--- config.mk ---
export PLATFORM = sky130hd
export DESIGN_NAME = dram_cmd_fsm
export DESIGN_NICKNAME = d
export VERILOG_FILES = /design/src/rtl/dram_pkg.sv /design/src/rtl/dram_cmd_fsm.sv
export SDC_FILE = /design/constraint.sdc
export NUM_CORES = 1
export LEC_CHECK = 0
export BUFFER_PORTS_ARGS = -buffer_cell sky130_fd_sc_hd__buf_2
export CORE_MARGIN = 10
export CORE_UTILIZATION = 53
export DETAILED_ROUTE_END_ITERATION = 7
export GPL_ROUTABILITY_DRIVEN = 0
export GPL_TIMING_DRIVEN = 0
export PLACE_DENSITY = 0.74
export SLEW_MARGIN = 10
export SYNTH_ARGS = -nofsm -noshare
export SYNTH_HDL_FRONTEND = slang
export SYNTH_SLANG_ARGS = --single-unit
export TNS_END_PERCENT = 10
--- constraint.sdc ---
create_clock -name CLK -period 3.9 [get_ports CLK]
set_clock_uncertainty 0.05 [all_clocks]
set_input_delay 0.195 -clock CLK [delete_from_list [all_inputs] [get_ports CLK]]
set_output_delay 0.195 -clock CLK [all_outputs]
set_load 0.02 [all_outputs]
--- src/rtl/dram_pkg.sv ---
// dram_pkg: address-field widths shared by the DRAM command sequencer and
// the signal generator it drives.
package dram_pkg;

    localparam int RANK_BITS       = 1;
    localparam int BANK_GROUP_BITS = 2;
    localparam int BANK_BITS       = 2;
    localparam int ROW_BITS        = 16;
    localparam int COLUMN_BITS     = 10;

endpackage : dram_pkg

--- src/rtl/dram_cmd_fsm.sv ---
// dram_cmd_fsm: DRAM command sequencer (one request at a time, single open
// row). Spaces ACTIVATE/READ/WRITE/PRECHARGE/REFRESH commands by the DRAM
// timing parameters, schedules periodic refresh, and drives the signal
// generator's control inputs.
//
// Ports:
//   CLK, nRST            clock, asynchronous active-low reset
//   req_valid/req_ready  request handshake (accepted when both high)
//   req_write            1 = write, 0 = read
//   req_rank/bg/ba/row/col  request address fields
//   rw_done              one-cycle pulse when a read/write completes
//   ref_re               high exactly in the REFRESH command cycle
//   state / nstate       current / next state encoding
//   RA0, BG0, BA0, R0, C0  registered command address fields
//
// Build option: define DRAM_AUTO_PRECHARGE_EN for closed-page operation
// (every access ends with PRECHARGE); default is open-page.
module dram_cmd_fsm
    import dram_pkg::*;
#(
    parameter int tRCD         = 16,
    parameter int tRP          = 16,
    parameter int tCL          = 16,
    parameter int tCWL         = 12,
    parameter int tWR          = 18,
    parameter int BURST_CYCLES = 4,
    parameter int tRFC         = 420,
    parameter int tREFI        = 9360,
    parameter int CNT_W        = 16
) (
    input  logic                       CLK,
    input  logic                       nRST,
    input  logic                       req_valid,
    output logic                       req_ready,
    input  logic                       req_write,
    input  logic [RANK_BITS-1:0]       req_rank,
    input  logic [BANK_GROUP_BITS-1:0] req_bg,
    input  logic [BANK_BITS-1:0]       req_ba,
    input  logic [ROW_BITS-1:0]        req_row,
    input  logic [COLUMN_BITS-1:0]     req_col,
    output logic                       rw_done,
    output logic                       ref_re,
    output logic [3:0]                 state,
    output logic [3:0]                 nstate,
    output logic [RANK_BITS-1:0]       RA0,
    output logic [BANK_GROUP_BITS-1:0] BG0,
    output logic [BANK_BITS-1:0]       BA0,
    output logic [ROW_BITS-1:0]        R0,
    output logic [COLUMN_BITS-1:0]     C0
);

    typedef enum logic [3:0] {
        S_IDLE      = 4'd0,
        S_ACTIVATE  = 4'd1,
        S_ACT_WAIT  = 4'd2,
        S_READ      = 4'd3,
        S_WRITE     = 4'd4,
        S_RW_WAIT   = 4'd5,
        S_PRECHARGE = 4'd6,
        S_PRE_WAIT  = 4'd7,
        S_REFRESH   = 4'd8,
        S_REF_WAIT  = 4'd9
    } state_t;

    // Wait states exit when the timer reaches zero. The timer is loaded in
    // the command cycle with (spacing - 2), so the next command lands exactly
    // "spacing" cycles after the previous one.
    localparam logic [CNT_W-1:0] LOAD_RCD   = CNT_W'(tRCD - 2);
    localparam logic [CNT_W-1:0] LOAD_RP    = CNT_W'(tRP - 2);
    localparam logic [CNT_W-1:0] LOAD_RFC   = CNT_W'(tRFC - 2);
    localparam logic [CNT_W-1:0] LOAD_RD    = CNT_W'(tCL + BURST_CYCLES - 2);
    localparam logic [CNT_W-1:0] LOAD_WR    = CNT_W'(tCWL + BURST_CYCLES + tWR - 2);
    localparam logic [CNT_W-1:0] REFI_LAST  = CNT_W'(tREFI - 1);

    state_t cur_state, nxt_state;

    logic [CNT_W-1:0] timer;
    logic [CNT_W-1:0] ref_cnt;
    logic             ref_pending;
    logic             ref_expire;

    // Latched request
    logic                       req_pending;
    logic                       wr_q;
    logic [RANK_BITS-1:0]       rank_q;
    logic [BANK_GROUP_BITS-1:0] bg_q;
    logic [BANK_BITS-1:0]       ba_q;
    logic [ROW_BITS-1:0]        row_q;
    logic [COLUMN_BITS-1:0]     col_q;

    // Open-row tracking
    logic                       row_open;
    logic [RANK_BITS-1:0]       open_rank;
    logic [BANK_GROUP_BITS-1:0] open_bg;
    logic [BANK_BITS-1:0]       open_ba;
    logic [ROW_BITS-1:0]        open_row;

    logic accept;
    logic hit;
    logic timer_zero;

    assign req_ready  = (cur_state == S_IDLE) && !ref_pending;
    assign accept     = req_valid && req_ready;
    assign hit        = row_open && (req_rank == open_rank) && (req_bg == open_bg)
                        && (req_ba == open_ba) && (req_row == open_row);
    assign timer_zero = (timer == '0);
    assign ref_expire = (ref_cnt == REFI_LAST);
    assign state      = cur_state;
    assign nstate     = nxt_state;

    // NOTE: sequential state uses non-blocking (<=) so every register samples
    // pre-edge values; blocking here would create order-dependent races.
    always_ff @(posedge CLK or negedge nRST) begin
        if (!nRST) cur_state <= S_IDLE;
        else       cur_state <= nxt_state;
    end

    // NOTE: nxt_state is given a default before the case so no path leaves it
    // unassigned, which would otherwise infer a latch.
    always_comb begin
        nxt_state = cur_state;
        case (cur_state)
            S_IDLE: begin
                if (ref_pending && row_open)      nxt_state = S_PRECHARGE;
                else if (ref_pending)             nxt_state = S_REFRESH;
                else if (req_valid) begin
                    if (hit)                      nxt_state = req_write ? S_WRITE : S_READ;
                    else if (row_open)            nxt_state = S_PRECHARGE;
                    else                          nxt_state = S_ACTIVATE;
                end
            end
            S_ACTIVATE:  nxt_state = S_ACT_WAIT;
            S_ACT_WAIT:  if (timer_zero) nxt_state = wr_q ? S_WRITE : S_READ;
            S_READ,
            S_WRITE:     nxt_state = S_RW_WAIT;
            S_RW_WAIT: begin
                if (timer_zero) begin
`ifdef DRAM_AUTO_PRECHARGE_EN
                    nxt_state = S_PRECHARGE;
`else
                    nxt_state = S_IDLE;
`endif
                end
            end
            S_PRECHARGE: nxt_state = S_PRE_WAIT;
            S_PRE_WAIT: begin
                // A row-miss precharge continues to ACTIVATE; a refresh-driven
                // one goes straight to REFRESH.
                if (timer_zero) begin
                    if (req_pending)      nxt_state = S_ACTIVATE;
                    else if (ref_pending) nxt_state = S_REFRESH;
                    else                  nxt_state = S_IDLE;
                end
            end
            S_REFRESH:   nxt_state = S_REF_WAIT;
            S_REF_WAIT:  if (timer_zero) nxt_state = S_IDLE;
            default:     nxt_state = S_IDLE;
        endcase
    end

    // Command spacing timer
    always_ff @(posedge CLK or negedge nRST) begin
        if (!nRST) begin
            timer <= '0;
        end else begin
            case (cur_state)
                S_ACTIVATE:  timer <= LOAD_RCD;
                S_PRECHARGE: timer <= LOAD_RP;
                S_REFRESH:   timer <= LOAD_RFC;
                S_READ:      timer <= LOAD_RD;
                S_WRITE:     timer <= LOAD_WR;
                S_ACT_WAIT, S_RW_WAIT, S_PRE_WAIT, S_REF_WAIT:
                    if (!timer_zero) timer <= timer - 1'b1;
                default:     timer <= timer;
            endcase
        end
    end

    // Refresh interval counter; ref_pending is sticky and a fresh expiry
    // wins over the clear in the REFRESH cycle.
    always_ff @(posedge CLK or negedge nRST) begin
        if (!nRST) begin
            ref_cnt     <= '0;
            ref_pending <= 1'b0;
        end else begin
            ref_cnt     <= ref_expire ? '0 : ref_cnt + 1'b1;
            ref_pending <= ref_expire || (ref_pending && (cur_state != S_REFRESH));
        end
    end

    // Request latch
    always_ff @(posedge CLK or negedge nRST) begin
        if (!nRST) begin
            req_pending <= 1'b0;
            wr_q        <= 1'b0;
            rank_q      <= '0;
            bg_q        <= '0;
            ba_q        <= '0;
            row_q       <= '0;
            col_q       <= '0;
        end else begin
            if (accept) begin
                req_pending <= 1'b1;
                wr_q        <= req_write;
                rank_q      <= req_rank;
                bg_q        <= req_bg;
                ba_q        <= req_ba;
                row_q       <= req_row;
                col_q       <= req_col;
            end else if (cur_state == S_READ || cur_state == S_WRITE) begin
                req_pending <= 1'b0;
            end
        end
    end

    // Open-row tracking
    always_ff @(posedge CLK or negedge nRST) begin
        if (!nRST) begin
            row_open  <= 1'b0;
            open_rank <= '0;
            open_bg   <= '0;
            open_ba   <= '0;
            open_row  <= '0;
        end else if (cur_state == S_ACTIVATE) begin
            row_open  <= 1'b1;
            open_rank <= rank_q;
            open_bg   <= bg_q;
            open_ba   <= ba_q;
            open_row  <= row_q;
        end else if (cur_state == S_PRECHARGE) begin
            row_open  <= 1'b0;
        end
    end

    // Registered command outputs. Address fields are loaded from the next
    // state so they are valid during the command cycle itself; on the
    // accepting edge the incoming request is used directly.
    always_ff @(posedge CLK or negedge nRST) begin
        if (!nRST) begin
            RA0     <= '0;
            BG0     <= '0;
            BA0     <= '0;
            R0      <= '0;
            C0      <= '0;
            rw_done <= 1'b0;
            ref_re  <= 1'b0;
        end else begin
            rw_done <= (cur_state == S_RW_WAIT) && timer_zero;
            ref_re  <= (nxt_state == S_REFRESH);
            if (nxt_state == S_PRECHARGE) begin
                RA0 <= open_rank;
                BG0 <= open_bg;
                BA0 <= open_ba;
                R0  <= open_row;
                C0  <= col_q;
            end else if (accept) begin
                RA0 <= req_rank;
                BG0 <= req_bg;
                BA0 <= req_ba;
                R0  <= req_row;
                C0  <= req_col;
            end else begin
                RA0 <= rank_q;
                BG0 <= bg_q;
                BA0 <= ba_q;
                R0  <= row_q;
                C0  <= col_q;
            end
        end
    end

endmodule : dram_cmd_fsm
After elaboration in Yosys (flattened, before gate mapping)
Cells that the tools add are included.

Word-level logic and storage cells: 95. Bits of input ports: 35. Register bits: 125. Output and inout bits: 42.

Multiplexer cells: 30. Reduce and logical (&&, ||, !) cells: 22. Eq/ne operators: 18. $add $sub $neg: 2.

Operator list (count): 16-bit case mux with 5 select lines (1); 16-bit two-way mux (4); 4-bit two-way mux (8); 4-bit case mux with 8 select lines (1); 4-bit by 3-bit equality test with 1-bit output, second input constant (5); 10-bit two-way mux (2); 16-bit by 1-bit adder with 16-bit output, second input constant (1); 16-bit by 14-bit equality test with 1-bit output, second input constant (1); 16-bit equality test (1); 16-bit logical NOT (1); 16-bit by 1-bit subtractor with 16-bit output, second input constant (1); 4-bit equality test, second input constant (3); 3-bit two-way mux (4); 1-bit logical AND (9); 4-bit by 2-bit equality test with 1-bit output, second input constant (2); 2-bit two-way mux (4); 1-bit two-way mux (6); 2-bit OR reduction (3); 5-bit nonzero test (1); 2-bit equality test (2); 4-bit by 1-bit equality test with 1-bit output, second input constant (1); 4-bit logical NOT (1); 4-bit != test, second input constant (1); 2-bit nonzero test (2); 6 further kinds (7).

Longest topological paths before layout
Depth after elaboration: 12. Gate-level depth with buffers: 12. Depth with buffers taken out: 9.

Worst setup path after synthesis
Ideal clock, no wire load.

Path kind: register -> register. Start: reg timer[0]. End: reg BA0[0]. Stages on the path, launching flop included: 12. Arrival time: 2.493 ns. Path buffers: 2. Period minus slack after synthesis: 2.668 ns. Setup time: 0.125 ns. Data required time: 3.725 ns. Slack: 1.232 ns. Path through: dfrtp_1 -> inv_1 -> ha_1 -> nor4b_4 -> nand4_4 -> o311a_1 -> a21oi_1 -> o21ai_1 -> and3b_1 -> buf_6 -> buf_12 -> mux2_4.

Word-level cells in the longest chain between the ends: 5. Elaborated cells between the ends (all ways): 7. Those cells by class: eq/ne: 1; mux: 5; reduce/logical: 1.

Ends and longest elaborated chain: start, declared (line dram_cmd_fsm.sv:77) `logic [CNT_W-1:0] timer;`; start signal, assigned (line dram_cmd_fsm.sv:173) `if (!timer_zero) timer <= timer - 1'b1;`; start signal, assigned (line dram_cmd_fsm.sv:174) `default: timer <= timer;`; 16-bit logical NOT * (line dram_cmd_fsm.sv:106) `assign timer_zero = (timer == '0);`; 4-bit two-way mux (on tied branches); 4-bit case mux with 8 select lines * (line dram_cmd_fsm.sv:122) `case (cur_state)`; named net nstate[0] (line dram_cmd_fsm.sv:44) `output logic [3:0] nstate,`; 4-bit by 3-bit equality test with 1-bit output * (line dram_cmd_fsm.sv:250) `if (nxt_state == S_PRECHARGE) begin`; 2-bit two-way mux * (line dram_cmd_fsm.sv:250); end signal, assigned (line dram_cmd_fsm.sv:253) `BA0 <= open_ba;`; end signal, assigned (line dram_cmd_fsm.sv:259) `BA0 <= req_ba;`; end signal, assigned (line dram_cmd_fsm.sv:265) `BA0 <= ba_q;`; end, declared (line dram_cmd_fsm.sv:47) `output logic [BANK_BITS-1:0] BA0,`.

The timed path passes the listed nets; every way through them passes the cells marked *. A chain may end at the register's enable or synchronous reset.

Final worst setup path
Start: reg timer[0]. End: reg BA0[1].

Word-level cells in the longest chain between the ends: 5. Elaborated cells between the ends (all ways): 7. Those cells by class: eq/ne: 1; mux: 5; reduce/logical: 1.

Ends and longest elaborated chain (line): 16-bit logical NOT * (dram_cmd_fsm.sv:106); 4-bit two-way mux (on tied branches); 4-bit case mux with 8 select lines * (dram_cmd_fsm.sv:122); 4-bit by 3-bit equality test with 1-bit output * (dram_cmd_fsm.sv:250); 2-bit two-way mux * (dram_cmd_fsm.sv:250).

Mark *: on every way between the ends. The rest lies on a longest branch, timed or not.

==> out/results.txt <==
Slew headroom: 0.496
# resized after CTS: 0
Worst-path clk slew: 0.06 ns
syn_area_per_cell: 12.3 um2
H-tree depth: 4
clock root cell: clkbuf_8
die outline width: 125 um
# port buffers: 76
Net Sw Frac: 0.349
sequential element share of the synthesized area: 0.530
grt ovf: 0
Cell Pwr Density: 786 mW/mm2
Peak Freq: 347 MHz
Clock Sinks: 125
Clk pwr share: 0.258
I/O pin total: 77
CP Max Fanout: 10
Initial Util: 0.542
Seq pwr share: 0.355
status: finished clean
core area: 0.0109 mm2
Net Sw Power: 2.03 mW
Layout Nets: 645
Final Max Slew Viols: 0
post-synth cell types: 57
syn nets: 516
Die Y: 125 um
WHS: 0.101 ns
Crit Path Class: register to register
Worst Path Required: 4.25 ns
Inserted Clock Buffers: 17
number of vias per cell: 5.49
Yosys reg bits: 125
placed insts: 695
Min-Delay Path Class: input port to async pin
P_int: 3.78 mW
Filler cells: 773
first-pass GRT wire length: 23300 um
maximum clock insertion buffer count: 2
clock tree from TritonCTS: done
Post-synth EDFFs: 0
FFs w/ async S/R, synth: 1.00
Total GRT Usage: 0.179
antenna cells: 0
CP max stage cell: o311a_1
Register Area: 0.00313 mm2
share of cells above drive strength 1: 0.331
synthesized cell area: 0.00590 mm2
Skew-Pair Late Insertion Delay: 0.52 ns
vias in the first global route: 4697
slowest stage delay, CP: 0.40 ns
pin count of the biggest net entering global routing: 89
DR vias: 4176
Peak VDD IR: 0.606 mV
unrepaired setup endpoints after global routing: no
remaining antenna violation count: 0
crit end category: register
Finish-stage setup viols: 0
Arr. time, crit path: 3.23 ns
commonest non-fill, non-tap cell in the layout: dfrtp_1
most frequent cells in the layout: dfrtp_1, buf_2, mux2_2
multi-input logic area: 0.00257 mm2
YS warnings: 0
Comb pwr share: 0.387
DRT iter0 DRCs: 390
most common flop cell mapped by yosys: dfrtp_1
post-DR wirelength/cell: 18.0 um
FP Rows: 38
initial antenna violation count: 0
Worst-Margin Slew: 0.751 ns
drc violations: 0
setup tns final: 0 ns
DIE AREA: 0.0157 mm2
Final Hold Viols: 0
Lkg Pwr: 3.43 nW
period utilization: 0.738
Synth Instances: 478
Total Routed Length: 13700 um
Post-Layout Cell Count: 760
Startpoint Class: register
DP HPWL: 9490 um
crit path time final: 2.88 ns
count of TritonRoute iterations in the first routing pass: 5
max_cap viols: 0
CP delay by family, top: simple AND/OR/NAND/NOR gates
P&R area growth vs syn: 25.2%
CP bufs+invs: 3
critical path cell sequence: inv_1 -> ha_1 -> nor4b_4 -> nand4_4 -> o311a_1 -> a21oi_1 -> o21ai_1 -> and3b_1 -> buf_6 -> buf_12 -> mux2_4
[logic make-up after synthesis]
logic type,synth area share
flops,0.530
mux,0.172
simple gates,0.121
fa+ha+maj,0.00637
xor+xnor,0.0609
buf+inv,0.0339
compound gates,0.0751
[layer usage]
metal  GRT usage  up-vias  part of all wire
met4      0.0576        0             0.018
met3      0.0575       24             0.049
met2       0.319      127              0.53
li1            -     1962                 -
met5           0        -                 0
met1       0.196     2063              0.41
[path summary, 6_finish.rpt]
path	to	slack, ns	cells after the start	start
hold reg to reg	ref_cnt[15]	0.43	1	ref_cnt[15]
max in group asynchronous	col_q[9]	2.95	3	nRST
min in group CLK	req_pending	0.15	4	req_valid
setup / recovery	BA0[1]	1.02	11	timer[0]
hold / removal	timer[8]	0.10	2	nRST
setup reg to reg	BA0[1]	1.02	11	timer[0]
[worst register-to-register path, cell delays in order, from the launching register on]
cell and delay (ns):
dfrtp_1 0.39, inv_1 0.10, ha_1 0.15, nor4b_4 0.27
nand4_4 0.22, o311a_1 0.40, a21oi_1 0.17, o21ai_1 0.13
and3b_1 0.26, buf_6 0.15, buf_12 0.16, mux2_4 0.31
[cells in the mapped netlist (all sizes together), types with 5 or more instances]
| library cell | n | area, um2 |
|---|---|---|
| nand4 | 6 | 52.6 |
| clkbuf | 10 | 37.5 |
| xnor2 | 27 | 236 |
| a31oi | 7 | 58.8 |
| nor4b | 5 | 58.8 |
| mux2 | 80 | 1010 |
| xor2 | 14 | 123 |
| nor4 | 10 | 92.6 |
| o21ai | 17 | 85.1 |
| nand2 | 26 | 105 |
| or3 | 5 | 31.3 |
| dfrtp | 125 | 3130 |
| nor2 | 41 | 154 |
| buf | 10 | 110 |
| a21oi | 18 | 90.1 |
| nor3 | 11 | 66.3 |
| inv | 14 | 52.6 |
| nand2b | 5 | 31.3 |
| nand3 | 11 | 55.1 |
[timing repair]
action,4_1_cts,5_1_grt
hold buffers,33,0
buffers inserted,0,0
endpoints found under the setup margin,0,0
hold endpoints to repair,161,0
[per-stage QoR]
stage	power (mW)	util	setup slack [ns]	cell area (um2)
after floorplan	3.68	-	1.23	5900
after global placement	4.20	0.593	1.03	6450
after detailed placement	4.29	0.596	1.07	6490
after CTS	5.84	0.678	1.01	7380
after global routing	6.14	0.678	0.827	7380
final	5.81	0.678	1.02	7380
[power by group through the flow]
stage,clock network (mW),registers (mW),logic (mW)
6_report,1.50,2.06,2.25
5_1_grt,1.59,2.11,2.44
4_1_cts,1.52,2.06,2.26
3_5_place_dp,0,2.07,2.22
3_3_place_gp,0,2.04,2.16
2_1_floorplan,0,2.22,1.46
[flip-flops by register name, indices dropped and copies added (netlist names), 4 cells and up]
register,cells
C0,10
col_q,10
state,4
open_row,16
timer,16
ref_cnt,16
row_q,16
R0,16
[cell type report]
class / count / area share
Sequential cell: 125 / 0.424
Multi-Input combinational cell: 319 / 0.348
Timing Repair Buffer: 110 / 0.101
Clock buffer: 23 / 0.0618
Tap cell: 140 / 0.0237
Buffer: 20 / 0.0200
Clock inverter: 9 / 0.0151
Inverter: 14 / 0.00712
No activity file was read; power rests on OpenSTA's default activity.
